### config.mk
export PLATFORM = sky130hd
export DESIGN_NAME = axis_rr_arbiter_flat
export DESIGN_NICKNAME = d
export VERILOG_FILES = /design/src/rtl/axis_rr_arbiter_if.sv /design/src/rtl/axis_rr_arbiter.sv /design/src/flat_wrapper.sv
export SDC_FILE = /design/constraint.sdc
export NUM_CORES = 1
export LEC_CHECK = 0
export BUFFER_PORTS_ARGS = -buffer_cell sky130_fd_sc_hd__buf_2
export CORE_AREA = 2 2 153 155
export DETAILED_ROUTE_END_ITERATION = 10
export DIE_AREA = 0 0 155 157
export PLACE_DENSITY_LB_ADDON = 0.2
export SLEW_MARGIN = 5
export SYNTH_ARGS = -nofsm -noshare
export SYNTH_HDL_FRONTEND = slang
export SYNTH_SLANG_ARGS = --single-unit
### constraint.sdc
create_clock -name aclk -period 1.85 [get_ports aclk]
set_input_delay 0.185 -clock aclk [delete_from_list [all_inputs] [get_ports aclk]]
set_output_delay 0.185 -clock aclk [all_outputs]
set_load 0.01 [all_outputs]
### src/rtl/axis_rr_arbiter_if.sv
// AXI-Stream bundle for the N:1 round-robin packet arbiter.
// slave: arbiter side; master: producer/consumer environment side.
interface axis_rr_arbiter_if #(
   parameter int NUM_SRC    = 4,
   parameter int WORD_WIDTH = 8,
   parameter int BUS_WIDTH  = 64
);
   localparam int WORDS_PER_BEAT = BUS_WIDTH / WORD_WIDTH;

   logic [NUM_SRC-1:0]                s_valid;
   logic [NUM_SRC-1:0]                s_ready;
   logic [NUM_SRC-1:0]                s_last;
   logic [NUM_SRC*BUS_WIDTH-1:0]      s_data;
   logic [NUM_SRC*WORDS_PER_BEAT-1:0] s_keep;
   logic                              m_valid;
   logic                              m_ready;
   logic                              m_last;
   logic [BUS_WIDTH-1:0]              m_data;
   logic [WORDS_PER_BEAT-1:0]         m_keep;

   modport slave (
      input  s_valid, s_last, s_data, s_keep, m_ready,
      output s_ready, m_valid, m_last, m_data, m_keep
   );

   modport master (
      output s_valid, s_last, s_data, s_keep, m_ready,
      input  s_ready, m_valid, m_last, m_data, m_keep
   );
endinterface

### src/rtl/axis_rr_arbiter.sv
// N:1 AXI-Stream packet arbiter, round-robin, grant held for a whole packet.
// Define AXIS_ARB_ID_EN to export the granted source index on m_id.
module axis_rr_arbiter #(
   parameter int NUM_SRC    = 4,
   parameter int WORD_WIDTH = 8,
   parameter int BUS_WIDTH  = 64,
   parameter int CNT_WIDTH  = 16,
   localparam int WPB       = BUS_WIDTH / WORD_WIDTH,
   localparam int ID_WIDTH  = (NUM_SRC > 1) ? $clog2(NUM_SRC) : 1
) (
   input  logic                 aclk,
   input  logic                 areset,
   axis_rr_arbiter_if.slave     axis,
   output logic [CNT_WIDTH-1:0] pkt_count
`ifdef AXIS_ARB_ID_EN
   ,
   output logic [ID_WIDTH-1:0]  m_id
`endif
);

   typedef enum logic {IDLE, BUSY} state_t;

   state_t                state_q;
   state_t                state_d;
   logic [ID_WIDTH-1:0]   grant_q;
   logic [ID_WIDTH-1:0]   grant_d;
   logic [ID_WIDTH-1:0]   rr_ptr_q;
   logic [ID_WIDTH-1:0]   rr_ptr_d;
   logic [CNT_WIDTH-1:0]  cnt_d;
   logic [ID_WIDTH-1:0]   hi_idx;
   logic                  hi_vld;
   logic [ID_WIDTH-1:0]   lo_idx;
   logic                  lo_vld;
   logic [ID_WIDTH-1:0]   pick;
   logic                  pick_vld;

   // round-robin pick: lowest requester above rr_ptr, else lowest overall
   always_comb begin
      hi_idx = '0;
      hi_vld = 1'b0;
      lo_idx = '0;
      lo_vld = 1'b0;
      for (int i = 0; i < NUM_SRC; i++) begin
         if (axis.s_valid[i]) begin
            if (i > int'(rr_ptr_q)) begin
               if (!hi_vld) begin
                  hi_idx = ID_WIDTH'(i);
                  hi_vld = 1'b1;
               end
            end else if (!lo_vld) begin
               lo_idx = ID_WIDTH'(i);
               lo_vld = 1'b1;
            end
         end
      end
      pick     = hi_vld ? hi_idx : lo_idx;
      pick_vld = hi_vld | lo_vld;
   end

   // granted source passes straight through; nothing passes while idle
   always_comb begin
      axis.m_valid = 1'b0;
      axis.m_last  = 1'b0;
      axis.m_data  = '0;
      axis.m_keep  = '0;
      axis.s_ready = '0;
      if (state_q == BUSY) begin
         for (int i = 0; i < NUM_SRC; i++) begin
            if (grant_q == ID_WIDTH'(i)) begin
               axis.m_valid    = axis.s_valid[i];
               axis.m_last     = axis.s_last[i];
               axis.m_data     = axis.s_data[i*BUS_WIDTH +: BUS_WIDTH];
               axis.m_keep     = axis.s_keep[i*WPB +: WPB];
               axis.s_ready[i] = axis.m_ready;
            end
         end
      end
   end

   // arbitrate in IDLE, release the grant on the last beat of the packet
   always_comb begin
      state_d  = state_q;
      grant_d  = grant_q;
      rr_ptr_d = rr_ptr_q;
      cnt_d    = pkt_count;
      unique case (state_q)
         IDLE: begin
            if (pick_vld) begin
               grant_d = pick;
               state_d = BUSY;
            end
         end
         BUSY: begin
            if (axis.m_valid && axis.m_ready && axis.m_last) begin
               state_d  = IDLE;
               rr_ptr_d = grant_q;
               cnt_d    = pkt_count + 1'b1;
            end
         end
         default: state_d = IDLE;
      endcase
   end

   // state, grant, pointer and packet counter registers
   always_ff @(posedge aclk or posedge areset) begin
      if (areset) begin
         state_q   <= IDLE;
         grant_q   <= '0;
         rr_ptr_q  <= ID_WIDTH'(NUM_SRC - 1);
         pkt_count <= '0;
      end else begin
         state_q   <= state_d;
         grant_q   <= grant_d;
         rr_ptr_q  <= rr_ptr_d;
         pkt_count <= cnt_d;
      end
   end

`ifdef AXIS_ARB_ID_EN
   assign m_id = (state_q == BUSY) ? grant_q : '0;
`endif

endmodule

### src/flat_wrapper.sv
// flat-port wrapper written by rule: the top's interface ports become plain ports
module axis_rr_arbiter_flat 
#(
   parameter int NUM_SRC    = 4,
   parameter int WORD_WIDTH = 8,
   parameter int BUS_WIDTH  = 64,
   parameter int CNT_WIDTH  = 16,
   localparam int WPB       = BUS_WIDTH / WORD_WIDTH,
   localparam int ID_WIDTH  = (NUM_SRC > 1) ? $clog2(NUM_SRC) : 1
)
  (aclk, areset, pkt_count, axis_s_valid, axis_s_last, axis_s_data, axis_s_keep, axis_m_ready, axis_s_ready, axis_m_valid, axis_m_last, axis_m_data, axis_m_keep);
  axis_rr_arbiter_if #(.NUM_SRC(NUM_SRC), .WORD_WIDTH(WORD_WIDTH), .BUS_WIDTH(BUS_WIDTH)) axis_i ();
  input  logic aclk;
  input  logic areset;
  output logic [CNT_WIDTH-1:0] pkt_count;
  input wire logic [$bits(axis_i.s_valid)-1:0] axis_s_valid;
  input wire logic [$bits(axis_i.s_last)-1:0] axis_s_last;
  input wire logic [$bits(axis_i.s_data)-1:0] axis_s_data;
  input wire logic [$bits(axis_i.s_keep)-1:0] axis_s_keep;
  input wire logic [$bits(axis_i.m_ready)-1:0] axis_m_ready;
  output wire logic [$bits(axis_i.s_ready)-1:0] axis_s_ready;
  output wire logic [$bits(axis_i.m_valid)-1:0] axis_m_valid;
  output wire logic [$bits(axis_i.m_last)-1:0] axis_m_last;
  output wire logic [$bits(axis_i.m_data)-1:0] axis_m_data;
  output wire logic [$bits(axis_i.m_keep)-1:0] axis_m_keep;
  assign axis_i.s_valid = axis_s_valid;
  assign axis_i.s_last = axis_s_last;
  assign axis_i.s_data = axis_s_data;
  assign axis_i.s_keep = axis_s_keep;
  assign axis_i.m_ready = axis_m_ready;
  assign axis_s_ready = axis_i.s_ready;
  assign axis_m_valid = axis_i.m_valid;
  assign axis_m_last = axis_i.m_last;
  assign axis_m_data = axis_i.m_data;
  assign axis_m_keep = axis_i.m_keep;
  axis_rr_arbiter #(.NUM_SRC(NUM_SRC), .WORD_WIDTH(WORD_WIDTH), .BUS_WIDTH(BUS_WIDTH), .CNT_WIDTH(CNT_WIDTH)) u_core (.aclk(aclk), .areset(areset), .axis(axis_i), .pkt_count(pkt_count));
endmodule
==> run metrics, run 1 <==
status=finished, violations left; violated checks=negative hold slack, negative setup slack; 1st-iter DRT viols=between 150 and 200; Unique masters post-synth=33; Hold Buf Count CTS=0; GR Util met2=0.272; Final Hold Vio Count=5; Die Height=approximately 160 um; max-slew violations=0; DP HPWL=around 17 mm; critical path, cell by cell=buf_4, buf_12, mux4_2, and2_4, buf_4; Tightest Pin Transition=about 0.63 ns; VDD IR-drop max=0.568 mV; most frequent CP cell=buf_4; Finished Cell Area=between 6000 and 7000 um2; Fmax=~480 MHz; Die ar.=24300 um2; DRC viols=0; switching part of the total=0.387; row count=55; area leader, netlist=mux4_2; #FFs+latches synth=21; startpoint types=register; clock-pin slew on the worst setup and hold paths=0.06 ns; total track usage=0.150; Filler Cell Count=between 2k and 2.5k; CP delay by family, top=flip-flops; Num CTS Buffers=3; Final Setup Violations=just over 90; first-pass GRT wire length=between 20 and 30 mm; unrepaired setup endpoints after global routing=true; count leader, synth=and2_1; worst reg2reg path depth=8; Die Span X=155 um; share of cells above drive strength 1=0.825; Via density=4.28; Starting Density=0.153; routing usage on met3=0.0229; CP Data Required Time=1.66 ns; cell count after synthesis=284; Mapped Avg Cell Area=about 12 um2; Clock Tree Buf Depth=2; Port Buf Inserts=between 300 and 400; net total in the final layout=between 900 and 1k; DRT Pass-1 Iters=4; final worst slack=-0.214 ns; largest cells by area after synthesis=mux4_2 48%, dfrtp_1 14%, and2_1 14%; share of the synthesized area in the top cell type=0.479; final wirelength=around 20 mm; ys async rst share=1.00; hold slack final=-0.00904 ns; io pins=~400; Mapped Nets=about 600; fin crit share=1.12; Rel. slew slack=0.583; root buffer cell=clkbuf_16; YS warnings=0; clk_skew=between 0.006 and 0.007 ns; internal power component=0.00549 W; initial antenna violation count=4; gp weighted congestion=0.849; CP arrival=1.88 ns; WL/cell=roughly 20 um; critical path's largest stage delay=slightly above 0.5 ns; PwrDens=approximately 1400 nW/um2; clock sinks=21; critical path depth=5; Setup crit end kind=output pin; GRT met1 Usage=0.190; clock share of power=0.052; vias in the first global route=4473; sw power=about 0.0035 W; top cells by count, synth=75 x and2_1, 73 x mux4_2, 19 x dfrtp_1; static leakage=3.20 nW; Core Footprint=22500 um2; Layout Area Growth over Synthesis=91.2%; total grt overflow=0; worst setup path class=register to output pin; CTS tree=done; Placed Area=~5900 um2; hold crit path type=input pin to async pin; post-route antenna net violation count=0; WP buf/inv=3; CP max stage cell=dfrtp_4; Max-Cap Viols=0; mapped cell area=approximately 3400 um2; Clock Latency Late Sink=around 0.26 ns; post-synthesis sequential area ratio=0.154; largest net degree at the start of global routing=just under 80; logic gate share of total power=0.863; Post-synth EDFFs=0; top_reg_cell synth=dfrtp_1; Via Count=4188; Flop pwr share=0.085; CP Max Fanout=6; busiest grt layer=met2; minimum clock period=2.06 ns; H-tree lvl count=1
worst reg2reg max path, stage by stage (launching register included):
cell and delay [ns]:
dfrtp_4 0.51, buf_4 0.16, buf_12 0.13, buf_6 0.12, nand3b_1 0.22, o22ai_4 0.27
clkbuf_16 0.23, nand3_2 0.08, xnor2_1 0.13
sequential cells by signal, summed over array words and instances, names as in the netlist:
| signal | count |
|---|---|
| u_core.pkt_count | 16 |
| u_core.rr_ptr_q | 2 |
| u_core.state_q | 1 |
| u_core.grant_q | 2 |
cell families after synthesis:
| kind of cell | Yosys count | synth area share |
|---|---|---|
| fa+ha+maj | 1 | 0.00365 |
| buf+inv | 32 | 0.0565 |
| compound gates | 10 | 0.0230 |
| flops | 21 | 0.154 |
| mux | 79 | 0.498 |
| simple gates | 126 | 0.227 |
| xor+xnor | 15 | 0.0383 |
metrics by stage:
stage	worst slack (ns)	utilization	std cells	TNS (ns)	power, W
2_1_floorplan	0.218	-	284	0	0.00461
3_3_place_gp	-0.0400	0.262	956	-0.0400	0.00704
3_5_place_dp	-0.0591	0.262	956	-0.0625	0.00704
4_1_cts	-0.236	0.275	967	-11.57	0.00816
5_1_grt	-0.250	0.292	979	-17.44	0.00952
6_report	-0.214	0.292	979	-11.53	0.00896
power by group through the flow:
stage,clock network (W),logic [W],registers [W]
finish,0.000468,0.00773,0.000763
global route,0.000508,0.00823,0.000787
CTS,0.000484,0.00690,0.000781
detailed placement,0,0.00626,0.000783
global placement,0,0.00626,0.000786
floorplan,0,0.00392,0.000688
repair_timing:
action                                  CTS  global route
endpoints found under the setup margin   73            92
pin swaps                                 1             4
cloned                                    1             3
buffers inserted                          6             6
gates resized for setup                  39            55
routing by layer:
metal / vias to the layer above / wire [um]
met5: - / 13
li1: 1931 / -
met1: 2073 / 7950
met2: 168 / 10300
met4: 2 / 215
met3: 14 / 1220
final timing paths:
path,startpoint,slack [ns],endpoint
worst max-delay path,u_core.grant_q[0],-0.21,axis_m_data[10]
worst min-delay path,areset,-0.009,u_core.pkt_count[14]
worst max register to register,u_core.grant_q[0],-0.11,u_core.pkt_count[8]
worst min register to register,u_core.pkt_count[15],0.48,u_core.pkt_count[15]
max in group asynchronous,areset,1.31,u_core.pkt_count[10]
min in group aclk,axis_s_valid[2],0.35,u_core.grant_q[0]
cell type report:
| class | instances | area [um2] | share of cell area |
|---|---|---|---|
| Antenna cell | 3 | 7.51 | 0.00114 |
| Clock buffer | 3 | 75.1 | 0.0114 |
| Clock inverter | 1 | 5.00 | 0.000763 |
| Inverter | 4 | 15.0 | 0.00229 |
| Multi-Input combinational cell | 231 | 2860 | 0.435 |
| Sequential cell | 21 | 537 | 0.0818 |
| Tap cell | 285 | 357 | 0.0543 |
| Timing Repair Buffer | 431 | 2710 | 0.413 |
cells in the final DEF (no fill, tap or decap), drive strengths merged:
cell type	synthesis	routed
nand3	15	15
nor3	4	4
nand4	7	7
o21ai	1	1
mux4	73	73
and3	4	4
diode	0	3
nor4	1	1
inv	4	4
nand2	6	6
nand3b	1	1
a21o	1	1
o22ai	1	1
and2	75	75
clkinv	0	1
dfstp	2	2
clkbuf	11	6
a31oi	1	1
ha	1	1
nor2b	1	1
buf	17	428
dfrtp	19	19
xnor2	15	15
a211o	1	1
mux2	3	3
o221a	1	1
nand2b	2	2
a21oi	4	4
mux2i	3	3
nor2	10	10
Note: power is estimated with default switching activity, not from simulation.
==> inputs of run 2 (changes only) <==
--- a/config.mk
+++ b/config.mk
@@ -6,9 +6,11 @@
 export NUM_CORES = 1
 export LEC_CHECK = 0
 export BUFFER_PORTS_ARGS = -buffer_cell sky130_fd_sc_hd__buf_2
-export CORE_AREA = 2 2 153 155
+export CELL_PAD_IN_SITES_DETAIL_PLACEMENT = 0
+export CELL_PAD_IN_SITES_GLOBAL_PLACEMENT = 1
+export CORE_AREA = 2 2 154 156
 export DETAILED_ROUTE_END_ITERATION = 10
-export DIE_AREA = 0 0 155 157
+export DIE_AREA = 0 0 156 158
 export PLACE_DENSITY_LB_ADDON = 0.2
 export SLEW_MARGIN = 5
 export SYNTH_ARGS = -nofsm -noshare
==> run metrics, run 2 (same netlist as run 1, synthesis figures left out) <==
status=finished, violations left; violated checks=negative setup slack; Core Footprint=23100 um2; DRT Pass-1 Iters=4; initial antenna violation count=3; Die Span X=roughly 160 um; fin crit share=1.10; DP HPWL=between 15 and 20 mm; clock sinks=21; share of cells above drive strength 1=0.809; Die ar.=24600 um2; CP delay by family, top=multiplexers; Rel. slew slack=0.759; dpl ws=-0.0257 ns; largest register by flop count=u_core.pkt_count; most common cell after layout, fill and taps aside=buf_2; startpoint types=register; total grt overflow=0; net total in the final layout=roughly 990; Clock Tree Buf Depth=2; logic gate share of total power=0.864; hold crit path type=input pin to register; post-route antenna net violation count=0; 1st-iter DRT viols=between 150 and 200; DRC viols=0; worst setup path class=register to output pin; Util after Layout=0.282; CTS tree=done; top flop regs=u_core.pkt_count x16, u_core.grant_q x2, u_core.rr_ptr_q x2; minimum clock period=roughly 2.0 ns; Via density=roughly 4.3; Filler Cell Count=approximately 2.5k; CP Max Fanout=5; Final Setup Violations=84; Final Hold Vio Count=0; WP buf/inv=3; PwrDens=between 1000 and 1500 nW/um2; Flop pwr share=0.084; hold slack final=0.325 ns; Tightest Pin Transition=0.352 ns; commonest cells after routing, fill and taps aside=360 x buf_2, 73 x mux4_2, 41 x and2_1; Layout Area Growth over Synthesis=89.5%; Via Count=roughly 4.2k; Port Buf Inserts=392; Setup crit end kind=output pin; CP arrival=1.84 ns; Num CTS Buffers=3; Max-Cap Viols=0; row count=56; Placed Area=~5800 um2; total track usage=0.145; Clock Latency Late Sink=around 0.25 ns; CP Data Required Time=1.66 ns; switching part of the total=0.386; Die Height=roughly 160 um; H-tree lvl count=1; unrepaired setup endpoints after global routing=true; clock share of power=0.051; WL/cell=between 20 and 25 um; critical path's largest stage delay=~0.52 ns; critical path, cell by cell=buf_4, buf_12, mux4_2, and2_1, buf_2; max reg flops=16; clock-pin slew on the worst setup and hold paths=approximately 0.06 ns; Fmax=between 400 and 500 MHz; CP max stage cell=mux4_2; Starting Density=0.149; root buffer cell=clkbuf_16; clk_skew=~0.0034 ns; final wirelength=around 20 mm; vias in the first global route=~4.4k; sw power=around 0.0034 W; static leakage=3.17 nW; internal power component=around 0.0054 W; max-slew violations=0; VDD IR-drop max=roughly 0.50 mV; io pins=a little under 400; Finished Cell Area=6500 um2; final worst slack=-0.177 ns; Final Non-Filler Cells=about 980; largest net degree at the start of global routing=74; cell count after placement=~950; first-pass GRT wire length=27.2 mm; gp weighted congestion=a little over 0.9
==> run 2: what timing repair did <==
action | 4_1_cts | 5_1_grt
hold buffers | 1 | 0
setup endpoints to repair | 74 | 94
cloned | 4 | 3
hold endpoints to repair | 19 | 0
pin swaps | 1 | 2
gates resized for setup | 47 | 40
buffers inserted | 9 | 3
==> run 2: worst min-delay path: cells and delay by family <==
kind,cells,cell delay [ns]
AO/OA/AOI/OAI,2,0.25
buffers and inverters,1,0.11
==> run 2: power by group through the flow <==
| stage | Clock [W] | Sequential [W] | Combinational, W |
|---|---|---|---|
| detailed placement | 0 | 0.000775 | 0.00596 |
| global placement | 0 | 0.000764 | 0.00591 |
| global route | 0.000484 | 0.000765 | 0.00817 |
| CTS | 0.000467 | 0.000747 | 0.00704 |
| floorplan | 0 | 0.000688 | 0.00392 |
| finish | 0.000454 | 0.000743 | 0.00762 |
==> run 2: worst paths after layout <==
path                                       from              endpoint  slack, ns  cells past startpoint
max                           u_core.grant_q[0]        axis_m_data[0]      -0.18                      5
min                             axis_s_valid[2]     u_core.grant_q[0]       0.32                      3
max reg2reg                   u_core.grant_q[0]   u_core.pkt_count[7]      -0.05                      8
min reg2reg                u_core.pkt_count[15]  u_core.pkt_count[15]       0.46                      1
max in group asynchronous                areset    u_core.rr_ptr_q[0]       1.07                      4
min in group asynchronous                areset  u_core.pkt_count[14]       0.50                      4
==> run 2: per-stage QoR <==
step | total power, W | TNS, ns
2_1_floorplan | 0.00461 | 0
3_3_place_gp | 0.00668 | -0.00104
3_5_place_dp | 0.00673 | -0.0284
4_1_cts | 0.00825 | -13.27
5_1_grt | 0.00942 | -16.07
6_report | 0.00882 | -10.13
==> run 2: layer usage <==
layer  up-vias  part of all wire  global-route usage  wire length, um
li1       1922                 -                   -                -
met1      2060              0.40               0.185             7930
met2       191              0.52               0.264            10200
met3        14             0.064              0.0192             1250
met4         0             0.013              0.0271              262
met5         -                 0                   0                0
==> run 2: layout make-up <==
class | count | area, um2 | share of cell area
repair buffers | 427 | 2710 | 0.416
flip-flops and latches | 21 | 537 | 0.0825
multi-input cells | 231 | 2800 | 0.430
well taps | 290 | 363 | 0.0558
inverters | 4 | 15.0 | 0.00231
clock buffers | 4 | 78.8 | 0.0121
diodes | 4 | 10.0 | 0.00154
==> inputs of run 3 (changes only) <==
--- a/config.mk
+++ b/config.mk
@@ -6,12 +6,14 @@
 export NUM_CORES = 1
 export LEC_CHECK = 0
 export BUFFER_PORTS_ARGS = -buffer_cell sky130_fd_sc_hd__buf_2
-export CELL_PAD_IN_SITES_DETAIL_PLACEMENT = 0
+export CELL_PAD_IN_SITES_DETAIL_PLACEMENT = 1
 export CELL_PAD_IN_SITES_GLOBAL_PLACEMENT = 1
 export CORE_AREA = 2 2 154 156
 export DETAILED_ROUTE_END_ITERATION = 10
 export DIE_AREA = 0 0 156 158
+export MAX_ROUTING_LAYER = met4
 export PLACE_DENSITY_LB_ADDON = 0.2
+export SKIP_CTS_REPAIR_TIMING = 1
 export SLEW_MARGIN = 5
 export SYNTH_ARGS = -nofsm -noshare
 export SYNTH_HDL_FRONTEND = slang
==> run metrics, run 3 (same netlist as run 1, synthesis figures left out) <==
DRC viols=0; Die Span X=156 um; max-slew violations=0; Tightest Pin Transition=0.405 ns; critical path, cell by cell=buf_12, buf_12, mux4_2, and2_4, buf_6; Via density=4.33; CTS tree=done; Fmax=492 MHz; Core Footprint=23100 um2; Clock Tree Buf Depth=2; clock sinks=21; net total in the final layout=between 900 and 1k; Power Total=around 0.0090 W; top flop regs=u_core.pkt_count x16, u_core.grant_q x2, u_core.rr_ptr_q x2; Filler Cell Count=~2.7k; unrepaired setup endpoints after global routing=true; largest net degree at the start of global routing=74; H-tree lvl count=1; Via Count=4244; hold crit path type=input pin to register; first-pass GRT wire length=around 28 mm; R2R Path End=u_core.pkt_count[1]; clk_skew=about 0.0035 ns; total grt overflow=0; dpl ws=-0.00153 ns; root buffer cell=clkbuf_16; DRT Pass-1 Iters=6; reg2reg setup slack=-0.06 ns; minimum clock period=approximately 2.0 ns; largest register by flop count=u_core.pkt_count; total track usage=0.150; Die Height=158 um; fin crit share=1.10; Num CTS Buffers=3; WL/cell=approximately 21 um; violated checks=negative setup slack; status=finished, violations left; share of cells above drive strength 1=0.823; CP Max Fanout=6; CP arrival=roughly 1.9 ns; gp weighted congestion=approximately 0.95; Die ar.=between 20000 and 25000 um2; vias in the first global route=~4.5k; Final Setup Violations=just under 80; post-route antenna net violation count=0; Setup crit end kind=output pin; startpoint types=register; Port Buf Inserts=392; worst setup path class=register to output pin; commonest cells after routing, fill and taps aside=353 x buf_2, 73 x mux4_2, 44 x buf_6; final wirelength=between 20 and 25 mm; initial antenna violation count=9; Starting Density=0.149; VDD IR-drop max=0.756 mV; Reg-to-Reg Start=u_core.grant_q[0]; critical path's largest stage delay=0.55 ns; Clock Latency Late Sink=roughly 0.25 ns; CP delay by family, top=multiplexers; PwrDens=roughly 1400 nW/um2; static leakage=approximately 3.2 nW; Layout Area Growth over Synthesis=90.3%; worst reg2reg path depth=6; 1st-iter DRT viols=around 170; clock-pin slew on the worst setup and hold paths=roughly 0.06 ns; max reg flops=16; Worst Setup EP=axis_m_data[56]; DP HPWL=approximately 17 mm; WP buf/inv=3; most frequent CP cell=buf_12; io pins=just under 400; critical path depth=5; Max-Cap Viols=0; CP Data Required Time=around 1.7 ns; final worst slack=-0.183 ns; CP startpoint=u_core.grant_q[0]; Final Hold Vio Count=0; row count=56; CP max stage cell=mux4_2; Rel. slew slack=0.729; most common cell after layout, fill and taps aside=buf_2
==> run 3: cell count changes in the layout (fill, tap and decap cells not counted), moves of 5 or more <==
cell,before,now
diode_2,4,9
and2_4,34,39
buf_2,360,353
and2_1,41,36
buf_4,12,7
buf_6,38,44
==> run 3: per-layer routing <==
layer	global-route usage	up-vias	routed length, um
met2	0.266	184	10900
met3	0.0320	6	1250
met5	-	-	0
met1	0.173	2138	8210
met4	0.0363	0	117
li1	-	1916	-
==> run 3: worst min path at each step <==
stage	startpoint	to	slack (ns)	cells after the start
after floorplan	areset	u_core.grant_q[0]	0.16	1
after CTS	areset	u_core.pkt_count[14]	-0.04	3
after global placement	areset	u_core.pkt_count[12]	0.23	3
after global routing	axis_s_valid[2]	u_core.grant_q[0]	0.37	3
final	axis_s_valid[2]	u_core.grant_q[0]	0.34	3
after detailed placement	areset	u_core.pkt_count[13]	0.23	3
==> run 3: layout make-up <==
class	instances	area (um2)	share of cell area
Antenna cell	9	22.5	0.00345
Clock buffer	3	75.1	0.0115
Clock inverter	1	5.00	0.000766
Inverter	4	15.0	0.00230
Multi-Input combinational cell	231	2820	0.432
Sequential cell	21	537	0.0822
Tap cell	290	363	0.0556
Timing Repair Buffer	422	2690	0.412
==> run 3: per-stage QoR <==
step                instance area [um2]  hold slack, ns  setup TNS (ns)  utilization  cells
floorplan                          3430           0.160               0            -    284
detailed placement                 5770           0.234        -0.00153        0.250    953
CTS                                5850         -0.0351          -13.37        0.254    957
global placement                   5770           0.230               0        0.250    953
global route                       6530           0.367          -14.71        0.283    981
finish                             6530           0.344           -9.16        0.283    981
==> run 3: power breakdown <==
group          leakage [nW]  switching [W]  total (W)  internal (W)
clock                0.0409       0.000164   0.000454      0.000290
combinational          2.85        0.00314    0.00774       0.00460
sequential            0.269       0.000181   0.000769      0.000588
total                  3.16        0.00348    0.00896       0.00548
==> run 3: worst register-to-register path: stages (launching register included) <==
cell and delay [ns]:
dfrtp_4 0.50, buf_8 0.16, buf_6 0.11, mux4_2 0.46, buf_6 0.15, nand2_4 0.08
mux2_2 0.33
